### config.mk
export PLATFORM = sky130hd
export DESIGN_NAME = xsleena_sdr_arbiter
export DESIGN_NICKNAME = d
export VERILOG_FILES = /design/src/rtl/xs_sdr_pkg.sv /design/src/rtl/xs_sdr_prio_pick.sv /design/src/rtl/xsleena_sdr_arbiter.sv
export SDC_FILE = /design/constraint.sdc
export NUM_CORES = 1
export LEC_CHECK = 0
export CAP_MARGIN = 0
export CORE_MARGIN = 10
export CORE_UTILIZATION = 44
export CTS_CLUSTER_SIZE = 30
export DETAILED_ROUTE_END_ITERATION = 6
export MAX_ROUTING_LAYER = met4
export PLACE_DENSITY = 0.82
export SLEW_MARGIN = 20
export SYNTH_ARGS = -nofsm -noshare
export SYNTH_HDL_FRONTEND = slang
export SYNTH_SLANG_ARGS = --single-unit
### constraint.sdc
create_clock -name CLK -period 3.2 [get_ports CLK]
set_input_delay 0.64 -clock CLK [delete_from_list [all_inputs] [get_ports CLK]]
set_output_delay 0.64 -clock CLK [all_outputs]
set_load 0.01 [all_outputs]
### src/rtl/xs_sdr_pkg.sv
// rtl/xs_sdr_pkg.sv - shared types and widths for the XSleena SDRAM read arbiter
package xs_sdr_pkg;

  localparam int XS_SDR_AW = 25;
  localparam int XS_SDR_DW = 16;

  typedef enum logic [2:0] {
    OBJ  = 3'd0,
    BG1  = 3'd1,
    BG2  = 3'd2,
    MCPU = 3'd3,
    SCPU = 3'd4
  } xs_sdr_client_t;

  typedef enum logic [1:0] {
    IDLE  = 2'd0,
    ISSUE = 2'd1,
    WAIT  = 2'd2,
    DONE  = 2'd3
  } xs_sdr_state_t;

endpackage

### src/rtl/xs_sdr_prio_pick.sv
// rtl/xs_sdr_prio_pick.sv - combinational winner select: starved CPUs, then video, then CPU round-robin
module xs_sdr_prio_pick
  import xs_sdr_pkg::*;
(
  input  logic [4:0]     req_i,
  input  logic [1:0]     starved_i,
  input  logic           rr_i,
  output xs_sdr_client_t winner_o,
  output logic           valid_o
);

  logic           st_m;
  logic           st_s;
  xs_sdr_client_t rr_cpu;

  // A stale starved flag for a CPU that has just dropped req must not win.
  assign st_m   = starved_i[0] & req_i[3];
  assign st_s   = starved_i[1] & req_i[4];
  assign rr_cpu = rr_i ? SCPU : MCPU;

  always_comb begin
    winner_o = OBJ;
    valid_o  = |req_i;
    if (st_m && st_s)            winner_o = rr_cpu;
    else if (st_m)               winner_o = MCPU;
    else if (st_s)               winner_o = SCPU;
    else if (req_i[0])           winner_o = OBJ;
    else if (req_i[1])           winner_o = BG1;
    else if (req_i[2])           winner_o = BG2;
    else if (req_i[3] && req_i[4]) winner_o = rr_cpu;
    else if (req_i[3])           winner_o = MCPU;
    else if (req_i[4])           winner_o = SCPU;
  end

endmodule

### src/rtl/xsleena_sdr_arbiter.sv
// rtl/xsleena_sdr_arbiter.sv - five-client single-outstanding SDRAM read arbiter
module xsleena_sdr_arbiter
  import xs_sdr_pkg::*;
#(
  parameter int CPU_MAX_WAIT = 64
) (
  input  logic                 CLK,
  input  logic                 RST,
  input  logic [XS_SDR_AW-1:0] mcpu_addr,
  input  logic [XS_SDR_AW-1:0] scpu_addr,
  input  logic [XS_SDR_AW-1:0] obj_addr,
  input  logic [XS_SDR_AW-1:0] bg1_addr,
  input  logic [XS_SDR_AW-1:0] bg2_addr,
  input  logic                 mcpu_req,
  input  logic                 scpu_req,
  input  logic                 obj_req,
  input  logic                 bg1_req,
  input  logic                 bg2_req,
  output logic                 mcpu_rdy,
  output logic                 scpu_rdy,
  output logic                 obj_rdy,
  output logic                 bg1_rdy,
  output logic                 bg2_rdy,
  output logic [XS_SDR_DW-1:0] mcpu_dout,
  output logic [XS_SDR_DW-1:0] scpu_dout,
  output logic [XS_SDR_DW-1:0] obj_dout,
  output logic [XS_SDR_DW-1:0] bg1_dout,
  output logic [XS_SDR_DW-1:0] bg2_dout,
  output logic [XS_SDR_AW-1:0] sdr_addr,
  output logic                 sdr_req,
  input  logic                 sdr_ack,
  input  logic                 sdr_valid,
  input  logic [XS_SDR_DW-1:0] sdr_data
);

  localparam logic [7:0] MAX_WAIT = 8'(CPU_MAX_WAIT);

  xs_sdr_state_t        state_q, state_d;
  xs_sdr_client_t       client_q, client_d;
  xs_sdr_client_t       pick;
  logic                 pick_valid;
  logic                 grant;
  logic [4:0]           req;
  logic [4:0]           rdy_q, rdy_d;
  logic [XS_SDR_DW-1:0] dout_q [5];
  logic [XS_SDR_DW-1:0] dout_d [5];
  logic [XS_SDR_AW-1:0] sdr_addr_q, sdr_addr_d;
  logic [XS_SDR_AW-1:0] pick_addr;
  logic                 sdr_req_q, sdr_req_d;
  logic                 rr_q, rr_d;
  logic [7:0]           mwait_q, mwait_d;
  logic [7:0]           swait_q, swait_d;
  logic                 busy_m, busy_s;

  assign req = {scpu_req, mcpu_req, bg2_req, bg1_req, obj_req};

  xs_sdr_prio_pick u_pick (
    .req_i     (req),
    .starved_i ({swait_q == MAX_WAIT, mwait_q == MAX_WAIT}),
    .rr_i      (rr_q),
    .winner_o  (pick),
    .valid_o   (pick_valid)
  );

  function automatic logic [7:0] next_wait(input logic r, input logic busy, input logic [7:0] cnt);
    if (!r || busy)          return 8'd0;
    else if (cnt >= MAX_WAIT) return MAX_WAIT;
    else                      return cnt + 8'd1;
  endfunction

  always_comb begin
    unique case (pick)
      OBJ:     pick_addr = obj_addr;
      BG1:     pick_addr = bg1_addr;
      BG2:     pick_addr = bg2_addr;
      MCPU:    pick_addr = mcpu_addr;
      SCPU:    pick_addr = scpu_addr;
      default: pick_addr = obj_addr;
    endcase
  end

  always_comb begin
    state_d    = state_q;
    client_d   = client_q;
    sdr_addr_d = sdr_addr_q;
    sdr_req_d  = sdr_req_q;
    rr_d       = rr_q;
    dout_d     = dout_q;
    rdy_d      = '0;
    grant      = 1'b0;
    case (state_q)
      IDLE: if (pick_valid) begin
        grant      = 1'b1;
        client_d   = pick;
        sdr_addr_d = pick_addr;
        sdr_req_d  = 1'b1;
        state_d    = ISSUE;
        if (pick == MCPU) rr_d = 1'b1;
        if (pick == SCPU) rr_d = 1'b0;
      end
      ISSUE: if (sdr_ack) begin
        sdr_req_d = 1'b0;
        state_d   = WAIT;
      end
      // A client that let go of req mid-flight still gets its dout, but no rdy.
      WAIT: if (sdr_valid) begin
        dout_d[client_q] = sdr_data;
        rdy_d[client_q]  = req[client_q];
        state_d          = DONE;
      end
      DONE:    state_d = IDLE;
      default: state_d = IDLE;
    endcase
    busy_m  = (state_q != IDLE && client_q == MCPU) || (grant && pick == MCPU);
    busy_s  = (state_q != IDLE && client_q == SCPU) || (grant && pick == SCPU);
    mwait_d = next_wait(mcpu_req, busy_m, mwait_q);
    swait_d = next_wait(scpu_req, busy_s, swait_q);
  end

  always_ff @(posedge CLK) begin
    if (RST) begin
      state_q    <= IDLE;
      client_q   <= OBJ;
      sdr_addr_q <= '0;
      sdr_req_q  <= 1'b0;
      rr_q       <= 1'b0;
      rdy_q      <= '0;
      mwait_q    <= '0;
      swait_q    <= '0;
      for (int i = 0; i < 5; i++) dout_q[i] <= '0;
    end else begin
      state_q    <= state_d;
      client_q   <= client_d;
      sdr_addr_q <= sdr_addr_d;
      sdr_req_q  <= sdr_req_d;
      rr_q       <= rr_d;
      rdy_q      <= rdy_d;
      mwait_q    <= mwait_d;
      swait_q    <= swait_d;
      dout_q     <= dout_d;
    end
  end

  assign sdr_addr  = sdr_addr_q;
  assign sdr_req   = sdr_req_q;
  assign obj_rdy   = rdy_q[0];
  assign bg1_rdy   = rdy_q[1];
  assign bg2_rdy   = rdy_q[2];
  assign mcpu_rdy  = rdy_q[3];
  assign scpu_rdy  = rdy_q[4];
  assign obj_dout  = dout_q[0];
  assign bg1_dout  = dout_q[1];
  assign bg2_dout  = dout_q[2];
  assign mcpu_dout = dout_q[3];
  assign scpu_dout = dout_q[4];

endmodule

=== Yosys cells after proc, flatten, opt, wreduce, memory -nomap -nowiden ===
Cells that the tools add are included.

* Add/sub/neg operators: 2
* Bitwise gates (word level): 6
* Reductions and logical operators: 29
* Equality and inequality tests: 14
* Muxes and demuxes: 31
* Order comparisons: 6

{| class="wikitable"
|+ Operators with widths
! operator !! number
|-
| $pmux W25 S4 || 1
|-
| $bwmux W80 || 1
|-
| $demux W16 S3 || 1
|-
| $mux W3 || 10
|-
| $add A8 B1 Y8 const B || 2
|-
| $eq A8 B7 Y1 const B || 2
|-
| $ge A8 B7 Y1 const B || 2
|-
| $mux W16 || 1
|-
| $mux W7 || 2
|-
| $eq A3 B2 Y1 const B || 3
|-
| $reduce_and A3 Y1 || 3
|-
| $reduce_or A3 Y1 || 3
|-
| $logic_and A1 B1 Y1 || 8
|-
| $mux W1 || 8
|-
| $pmux W2 S4 || 1
|-
| $eq A3 B3 Y1 const B || 2
|-
| $mux W2 || 3
|-
| $ne A2 B2 Y1 const B || 3
|-
| $reduce_bool A2 Y1 || 3
|-
| $and A5 B5 Y5 || 1
|-
| $reduce_or A5 Y1 || 1
|-
| $eq A2 B2 Y1 const B || 2
|-
| $ge A4 B4 Y1 const B || 1
|-
| $logic_or A1 B1 Y1 || 4
|-
| 15 further kinds || 20
|}

* Logic and storage cells: 103
* Flip-flop bits (word level): 133

=== Longest topological paths before layout ===
Gate-level depths: netlist (run 1).

* Word-level depth: 14
* Depth in mapped cells: 10
* Mapped depth without buffers: 7

=== By module ===
From an unflattened synthesis (run 1), not the netlist that was laid out.

* Cell total of the unflattened synthesis: 713
* Area total of the unflattened synthesis: 6,033.3 um^2

{| class="wikitable"
|+ Modules (own cells, without submodules)
! module !! instances !! cells each !! area an instance (um^2) !! seq. area each (um^2)
|-
| xsleena_sdr_arbiter || 1 || 698 || 5,947.0 || 2,662.6
|-
| xs_sdr_prio_pick || 1 || 15 || 86.3 || 0.0
|}

=== Worst setup path after synthesis (run 1) ===
OpenSTA, ideal clock, no wires.

* Path kind: input to register
* Start: in mcpu_req
* End: reg sdr_addr_q[13], in the netlist sdr_addr[13]
* Library setup time: 0.129 ns
* Data arrival time: 2.285 ns
* Data required time: 3.071 ns
* Path slack: 0.786 ns
* Stages on the path: 8
* Cell sequence: clkbuf_2 > nor4_1 > nor2_1 > or3_1 > buf_2 > buf_2 > o221ai_1 > o211ai_2

* Word-level cells in the longest chain between the ends: 10

{| class="wikitable"
|+ RTL lines
! what !! line !! RTL
|-
| start, declared || xsleena_sdr_arbiter.sv:14 || <nowiki>input logic mcpu_req,</nowiki>
|-
| $mux W3 or $logic_and A1 B1 Y1 (tied branches) || xs_sdr_prio_pick.sv:31, xs_sdr_prio_pick.sv:30 ||
|-
| $mux W3 || xs_sdr_prio_pick.sv:30 || <nowiki>else if (req_i[3] && req_i[4]) winner_o = rr_cpu;</nowiki>
|-
| $mux W3 || xs_sdr_prio_pick.sv:29 || <nowiki>else if (req_i[2]) winner_o = BG2;</nowiki>
|-
| $mux W3 || xs_sdr_prio_pick.sv:28 || <nowiki>else if (req_i[1]) winner_o = BG1;</nowiki>
|-
| $mux W3 || xs_sdr_prio_pick.sv:27 || <nowiki>else if (req_i[0]) winner_o = OBJ;</nowiki>
|-
| $mux W3 || xs_sdr_prio_pick.sv:26 || <nowiki>else if (st_s) winner_o = SCPU;</nowiki>
|-
| $mux W3 || xs_sdr_prio_pick.sv:25 || <nowiki>else if (st_m) winner_o = MCPU;</nowiki>
|-
| $mux W3 || xs_sdr_prio_pick.sv:24 || <nowiki>if (st_m && st_s) winner_o = rr_cpu;</nowiki>
|-
| $eq A3 B3 Y1 (tied with other cells) || xsleena_sdr_arbiter.sv:72 || <nowiki>unique case (pick)</nowiki>
|-
| $pmux W25 S4 || xsleena_sdr_arbiter.sv:72 ||
|-
| end signal, assigned || xsleena_sdr_arbiter.sv:134 || <nowiki>sdr_addr_q <= sdr_addr_d;</nowiki>
|-
| end, declared || xsleena_sdr_arbiter.sv:47 || <nowiki>logic [XS_SDR_AW-1:0] sdr_addr_q, sdr_addr_d;</nowiki>
|}

Parallel ways exist; a longest one is shown, timed or not.
A chain may end at the register's enable or synchronous reset.

=== Final worst setup path (run 1) ===
* Start: in mcpu_req
* End: reg swait_q[6]

* Word-level cells in the longest chain between the ends: 13

{| class="wikitable"
|+ RTL lines
! what !! line !! RTL
|-
| $mux W3 or $logic_and A1 B1 Y1 (tied branches) || xs_sdr_prio_pick.sv:31, xs_sdr_prio_pick.sv:30 ||
|-
| $mux W3 || xs_sdr_prio_pick.sv:30 ||
|-
| $mux W3 || xs_sdr_prio_pick.sv:29 ||
|-
| $mux W3 || xs_sdr_prio_pick.sv:28 ||
|-
| $mux W3 || xs_sdr_prio_pick.sv:27 ||
|-
| $mux W3 || xs_sdr_prio_pick.sv:26 ||
|-
| $mux W3 || xs_sdr_prio_pick.sv:25 ||
|-
| $mux W3 || xs_sdr_prio_pick.sv:24 ||
|-
| $eq A3 B3 Y1 || xsleena_sdr_arbiter.sv:115 || <nowiki>busy_s = (state_q != IDLE && client_q == SCPU) || (grant && pick == SCPU);</nowiki>
|-
| $logic_and A1 B1 Y1 (*) || xsleena_sdr_arbiter.sv:115 ||
|-
| $logic_or A1 B1 Y1 (*) || xsleena_sdr_arbiter.sv:115 ||
|-
| $logic_or A1 B1 Y1 (*) || xsleena_sdr_arbiter.sv:66 || <nowiki>if (!r || busy) return 8'd0;</nowiki>
|-
| $reduce_or A2 Y1 (no line) (*) || -- ||
|-
| end signal, assigned || xsleena_sdr_arbiter.sv:139 || <nowiki>swait_q <= swait_d;</nowiki>
|-
| end, declared || xsleena_sdr_arbiter.sv:52 || <nowiki>logic [7:0] swait_q, swait_d;</nowiki>
|}

Every way passes the cells marked *; elsewhere a longest branch is shown, timed or not.

==> results of run 1 <==
-- stage by stage --
stage / power, mW / area [µm²] / util, % / instances
detailed placement: 3.21 / 9240 / 64.3 / 1194
floorplan: 2.55 / 6400 / - / 775
CTS: 5.15 / 9830 / 68.4 / 1225
global route: 5.32 / 9830 / 68.4 / 1227
global placement: 3.19 / 9240 / 64.3 / 1194
finish: 5.13 / 9830 / 68.4 / 1227
-- worst max-delay path: cells and delay by family --
kind | cells | cell delay, ns
buffers and inverters | 2 | 0.88
AOI/OAI and AO/OA | 3 | 0.78
and+or+nand+nor | 2 | 0.52
-- layout make-up --
| cell class | instances | area, µm² |
|---|---|---|
| clock inverter | 13 | 148 |
| multi-input combinational | 546 | 3330 |
| fill | 1127 | 4540 |
| tap | 184 | 230 |
| antenna | 2 | 5.00 |
| timing repair buffer | 291 | 2870 |
| inverter | 40 | 150 |
| sequential | 133 | 2660 |
| clock buffer | 18 | 439 |
-- registers in the layout, indices dropped and copies added (netlist names) --
signal     count
state_q        2
obj_dout      16
sdr_addr      25
bg1_dout      16
swait_q        8
scpu_dout     16
mwait_q        8
bg2_dout      16
sdr_req        1
rr_q           1
rdy_q          5
client_q       3
mcpu_dout     16
-- power groups by stage --
stage | Sequential [mW] | Clock, mW | Combinational [mW]
after CTS | 1.90 | 1.96 | 1.29
after floorplan | 1.97 | 0 | 0.582
after detailed placement | 1.93 | 0 | 1.28
after global placement | 1.92 | 0 | 1.27
after global routing | 1.92 | 2.02 | 1.38
final | 1.90 | 1.94 | 1.29
-- logic make-up (layout without fill, tap and decap cells) --
logic type      count (synthesis)  count (layout)  synth area share (%)
compound gates                215             215                  25.7
flops                         133             133                  41.6
simple gates                  286             286                  18.8
other cells                     1               4                0.0586
mux                            27              27                  4.22
buf+inv                        96             362                  6.96
fa+ha+maj                       8               8                  1.56
xor+xnor                        8               8                  1.09
-- final timing paths --
check | cells after the start | to | slack, ns
hold / removal | 2 | scpu_dout[8]$_SDFFE_PP0P_ | 0.45
setup / recovery | 7 | swait_q[6]$_SDFF_PP0_ | 0.70
setup reg to reg | 8 | swait_q[6]$_SDFF_PP0_ | 0.78
hold reg to reg | 2 | scpu_dout[8]$_SDFFE_PP0P_ | 0.45
-- cells in the mapped netlist, types with 2 or more instances --
library cell,n,area (µm²)
nor3_1,5,25.0
dfxtp_1,133,2660
nor4_1,2,12.5
o311a_1,2,20.0
mux2i_1,27,270
o221ai_1,14,123
a21oi_1,88,440
nand3b_1,3,22.5
o211ai_2,20,250
o211ai_1,5,37.5
a211oi_1,49,368
o21ai_0,6,30.0
inv_1,40,150
ha_1,8,100
xnor2_1,6,52.6
a211o_1,2,17.5
clkbuf_1,36,135
o21ai_1,2,10.0
and3_1,4,25.0
buf_2,7,35.0
xor2_1,2,17.5
o221ai_2,9,135
a311oi_1,2,17.5
nor3b_1,2,15.0
nand2_1,220,826
buf_4,4,30.0
nor3b_2,2,25.0
nand3_1,3,15.0
buf_6,8,90.1
nor2_1,30,113
-- routing by layer --
metal / global-route usage, % / up-vias
met1: 27.7 / 3194
met5: - / -
met2: 39.2 / 300
met4: 8.70 / 0
met3: 7.79 / 37
li1: - / 3212
==> impl_metrics.tcl, run 1 <==
set metrics [dict create \
    status "finished, final reports clean" \
    met3WireLength_um 2130 \
    die_h_um 141 \
    cts_resized 0 \
    cts_buffers 17 \
    period_share_pct 78.0 \
    clk_path_buf_depth 2 \
    clock_sinks 133 \
    ys_seq_area_share_pct 41.6 \
    critPathKind "input pin to register" \
    p_clk_share_pct 37.8 \
    wire_per_inst_um 20.2 \
    final_net_count 1187 \
    port_buffers 260 \
    slowest_stage "clkdlybuf4s50_1" \
    rsz0062_at_grt "false" \
    clk_pin_slew_ns 0.06 \
    final_cell_mix "259 x clkdlybuf4s50_1, 220 x nand2_1, 133 x dfxtp_1" \
    pwr-share-seq_pct 37.0 \
    detail-route-antenna-nets 0 \
    vias_per_cell 5.50 \
    routed.top_layer "met4" \
    leakagePower_nw 3.59 \
    synth_edf_count 0 \
    die_x_um 141 \
    ys_seq_elements 133 \
    drc 0 \
    wl_um 24800 \
    ioPinCount 261 \
    grt_pass1_wl_um 37300 \
    r2r_start "mwait_q[0]$_SDFF_PP0_" \
    arrival_ns 2.82 \
    hold_ws_ns 0.451 \
    synthFlopType "dfxtp_1" \
    worst_path_most_repeated_cell "a21oi_1" \
    tritoncts "built" \
    cp.required_ns 3.53 \
    start_util_pct 44.5 \
    grt_pass1_vias 6470 \
    htree_levels 4 \
    swShare_pct 29.3 \
    grt.overflow.total 0 \
    syn_inst 774 \
    syn_area_um2 6400 \
    hpwlAfterDp_um 18700 \
    clk_latency_ns 0.42 \
    hold_path_class "register to register" \
    vias 6743 \
    tns_ns 0 \
    drive_above_1_share_pct 10.8 \
    dieArea_um2 19800 \
    critPathMaxFanout 16 \
    area.growth.synth_to_final_pct 53.6 \
    drt_iter0_markers 450 \
    pre_cts_slack_ns 0.344 \
    route.met2.wl_um 12000 \
    worstPathCellList "clkdlybuf4s50_1, nand4bb_1, a311oi_4, buf_4, a21oi_1, a21oi_1, nor3b_1" \
    cp-startpoint "mcpu_req" \
    tightest_slew_ns 0.797 \
    clock_skew_ns 0.0141 \
    syn_avg_cell_area_um2 8.27 \
    rows 44 \
    power.density_nw_per_um2 522 \
    cts_hold_buf 0 \
    drv_cap 0 \
    internal_power_mw 3.63 \
    pwr-share-comb_pct 25.1 \
    max_slew_margin_pct 46.1 \
    slowest_delay_ns 0.55 \
    layout_commonest_cell "clkdlybuf4s50_1" \
    cp-end-kind "register" \
    grt_use_total_pct 24.3 \
    critPathLaunchType "input pin" \
    grt_max_degree 79 \
    firstDrtPassIters 5 \
    post-cts-setup-buffer-count 0 \
    hold_viol_final 0 \
    finalWorstSetupSlack_ns 0.704 \
    async_reset_ff_share_pct 0 \
    root_buffer "clkbuf_16" \
    antenna_found_initial 2 \
    setup_viol 0 \
    place.gp.congestion 0.916 \
    core_um2 14400 \
    slew_viol_final 0 \
    fmax_mhz 401 \
    final.min_clock_period_ns 2.50 \
    synth_cell_types 63 \
    wl_met1_um 10000 \
    vdd_drop_max_mv 0.369 \
    hold_start "scpu_dout[8]$_SDFFE_PP0P_" \
    synth_warnings 0 \
    switchingPower_mw 1.50 \
]
No activity file was read; power rests on OpenSTA's default activity.
==> run 2, diff against run 1 <==
==> constraint.sdc (replaced) <==
create_clock -name CLK -period 2.5 [get_ports CLK]
set_input_delay 0.5 -clock CLK [delete_from_list [all_inputs] [get_ports CLK]]
set_output_delay 0.5 -clock CLK [all_outputs]
set_load 0.01 [all_outputs]
==> impl_metrics.tcl, run 2 (same netlist as run 1, synthesis figures left out) <==
set metrics [dict create \
    status "finished, final reports clean" \
    slew_viol_final 0 \
    drc 0 \
    rsz0062_at_grt "false" \
    port_buffers 260 \
    grt_pass1_vias 6966 \
    crit_family "simple AND/OR/NAND/NOR gates" \
    place.gp.congestion 0.916 \
    htree_levels 4 \
    leakagePower_nw 3.74 \
    clk_latency_ns 0.42 \
    grt_max_degree 86 \
    grt.overflow.total 0 \
    drv_cap 0 \
    cts_resized 0 \
    critPathLaunchType "register" \
    wire_per_inst_um 20.4 \
    cts_hold_buf 0 \
    r2r_start "swait_q[0]$_SDFF_PP0_" \
    tightest_slew_ns 0.898 \
    clock_sinks 133 \
    vias 6842 \
    antenna_found_initial 4 \
    hpwlAfterDp_um 19300 \
    wl_um 25500 \
    dieArea_um2 19800 \
    slowest_delay_ns 0.43 \
    drt_iter0_markers 548 \
    grt_use_total_pct 25.6 \
    grt_pass1_wl_um 39100 \
    cp-end-kind "register" \
    start_util_pct 44.5 \
    power.density_nw_per_um2 661 \
    final_cell_mix "259 x clkdlybuf4s50_1, 220 x nand2_1, 133 x dfxtp_1" \
    fmax_mhz 427 \
    worst_path_most_repeated_cell "buf_4" \
    detail-route-antenna-nets 0 \
    hold_depth 2 \
    layout_commonest_cell "clkdlybuf4s50_1" \
    hold_end "client_q[1]$_SDFFE_PP0P_" \
    die_x_um 141 \
    drive_above_1_share_pct 12.6 \
    hold_start "RST" \
    area.growth.synth_to_final_pct 57.5 \
    hold_viol_final 0 \
    die_h_um 141 \
    hold_path_class "input pin to register" \
    setup_viol 0 \
    tritoncts "built" \
    period_share_pct 93.8 \
    critPathMaxFanout 19 \
    arrival_ns 2.64 \
    reg2reg_depth 10 \
    clock_skew_ns 0.0114 \
    r2r-end "sdr_addr[14]$_SDFFE_PP0P_" \
    vdd_drop_max_mv 0.560 \
    cp_num_buf_inv 4 \
    cts_buffers 17 \
    final.min_clock_period_ns 2.34 \
    critPathKind "register to register" \
    r2r_slack_ns 0.16 \
    clk_pin_slew_ns 0.06 \
    ioPinCount 261 \
    dp.cells 1216 \
    final_net_count 1209 \
    cp.required_ns 2.79 \
    vias_per_cell 5.46 \
    core_um2 14400 \
    pre_cts_slack_ns -0.152 \
    largest_reg_flops 25 \
    final_cells 1253 \
    post-cts-setup-buffer-count 0 \
    worstPathCellList "inv_1, ha_1, nor4bb_1, buf_4, and2_1, buf_4, or3_1, buf_12, o221ai_1, o211ai_2" \
    finalWorstSetupSlack_ns 0.156 \
    root_buffer "clkbuf_16" \
    max_slew_margin_pct 40.2 \
    firstDrtPassIters 7 \
    clk_path_buf_depth 2 \
    slowest_stage "or3_1" \
    rows 44 \
]
[run 2: cell types whose count changed in the layout (fill, tap and decap cells not counted), sizes merged]
cell and change:
clkinv -1, diode +3, buf +22, inv +5, clkinvlp -3
[run 2: stage by stage]
step	util (%)	power [mW]	hold slack, ns	area, µm²	setup TNS, ns
after floorplan	-	3.26	0.426	6400	0
after global placement	66.0	4.15	0.441	9480	-1.34
after detailed placement	66.0	4.19	0.446	9480	-2.54
after CTS	70.1	6.69	0.384	10100	0
after global routing	70.2	6.93	0.413	10100	0
final	70.2	6.67	0.402	10100	0
[run 2: where the power goes]
part,total [mW],switching (mW),internal [mW]
Combinational,1.72,0.834,0.885
Sequential,2.43,0.123,2.31
Clock,2.51,1.02,1.50
[run 2: metal layers]
metal	wire (µm)	up-vias	part of all wire [%]	global-route usage (%)
met3	1810	63	7.1	7.05
met4	1090	0	4.3	13.0
met2	12200	306	48	41.3
met1	10400	3215	41	28.5
li1	-	3258	-	-
met5	0	-	0	-
[run 2: worst max-delay path by stage]
stage | start | endpoint | slack (ns) | depth (start not counted)
after floorplan | mcpu_req | sdr_addr[13]$_SDFFE_PP0P_ | 0.23 | 8
after global placement | scpu_req | sdr_addr[6]$_SDFFE_PP0P_ | -0.09 | 9
after detailed placement | scpu_req | sdr_addr[14]$_SDFFE_PP0P_ | -0.15 | 9
after CTS | swait_q[0]$_SDFF_PP0_ | sdr_addr[14]$_SDFFE_PP0P_ | 0.14 | 10
after global routing | swait_q[0]$_SDFF_PP0_ | sdr_addr[6]$_SDFFE_PP0P_ | 0.04 | 10
final | swait_q[0]$_SDFF_PP0_ | sdr_addr[14]$_SDFFE_PP0P_ | 0.16 | 10
[run 2: layout make-up]
type                       instances  area, µm²
antenna                            5       12.5
fill                            1145       4290
timing repair buffer             313       3110
clock inverter                    14        160
multi-input combinational        546       3330
sequential                       133       2660
inverter                          40        150
tap                              184        230
clock buffer                      18        429
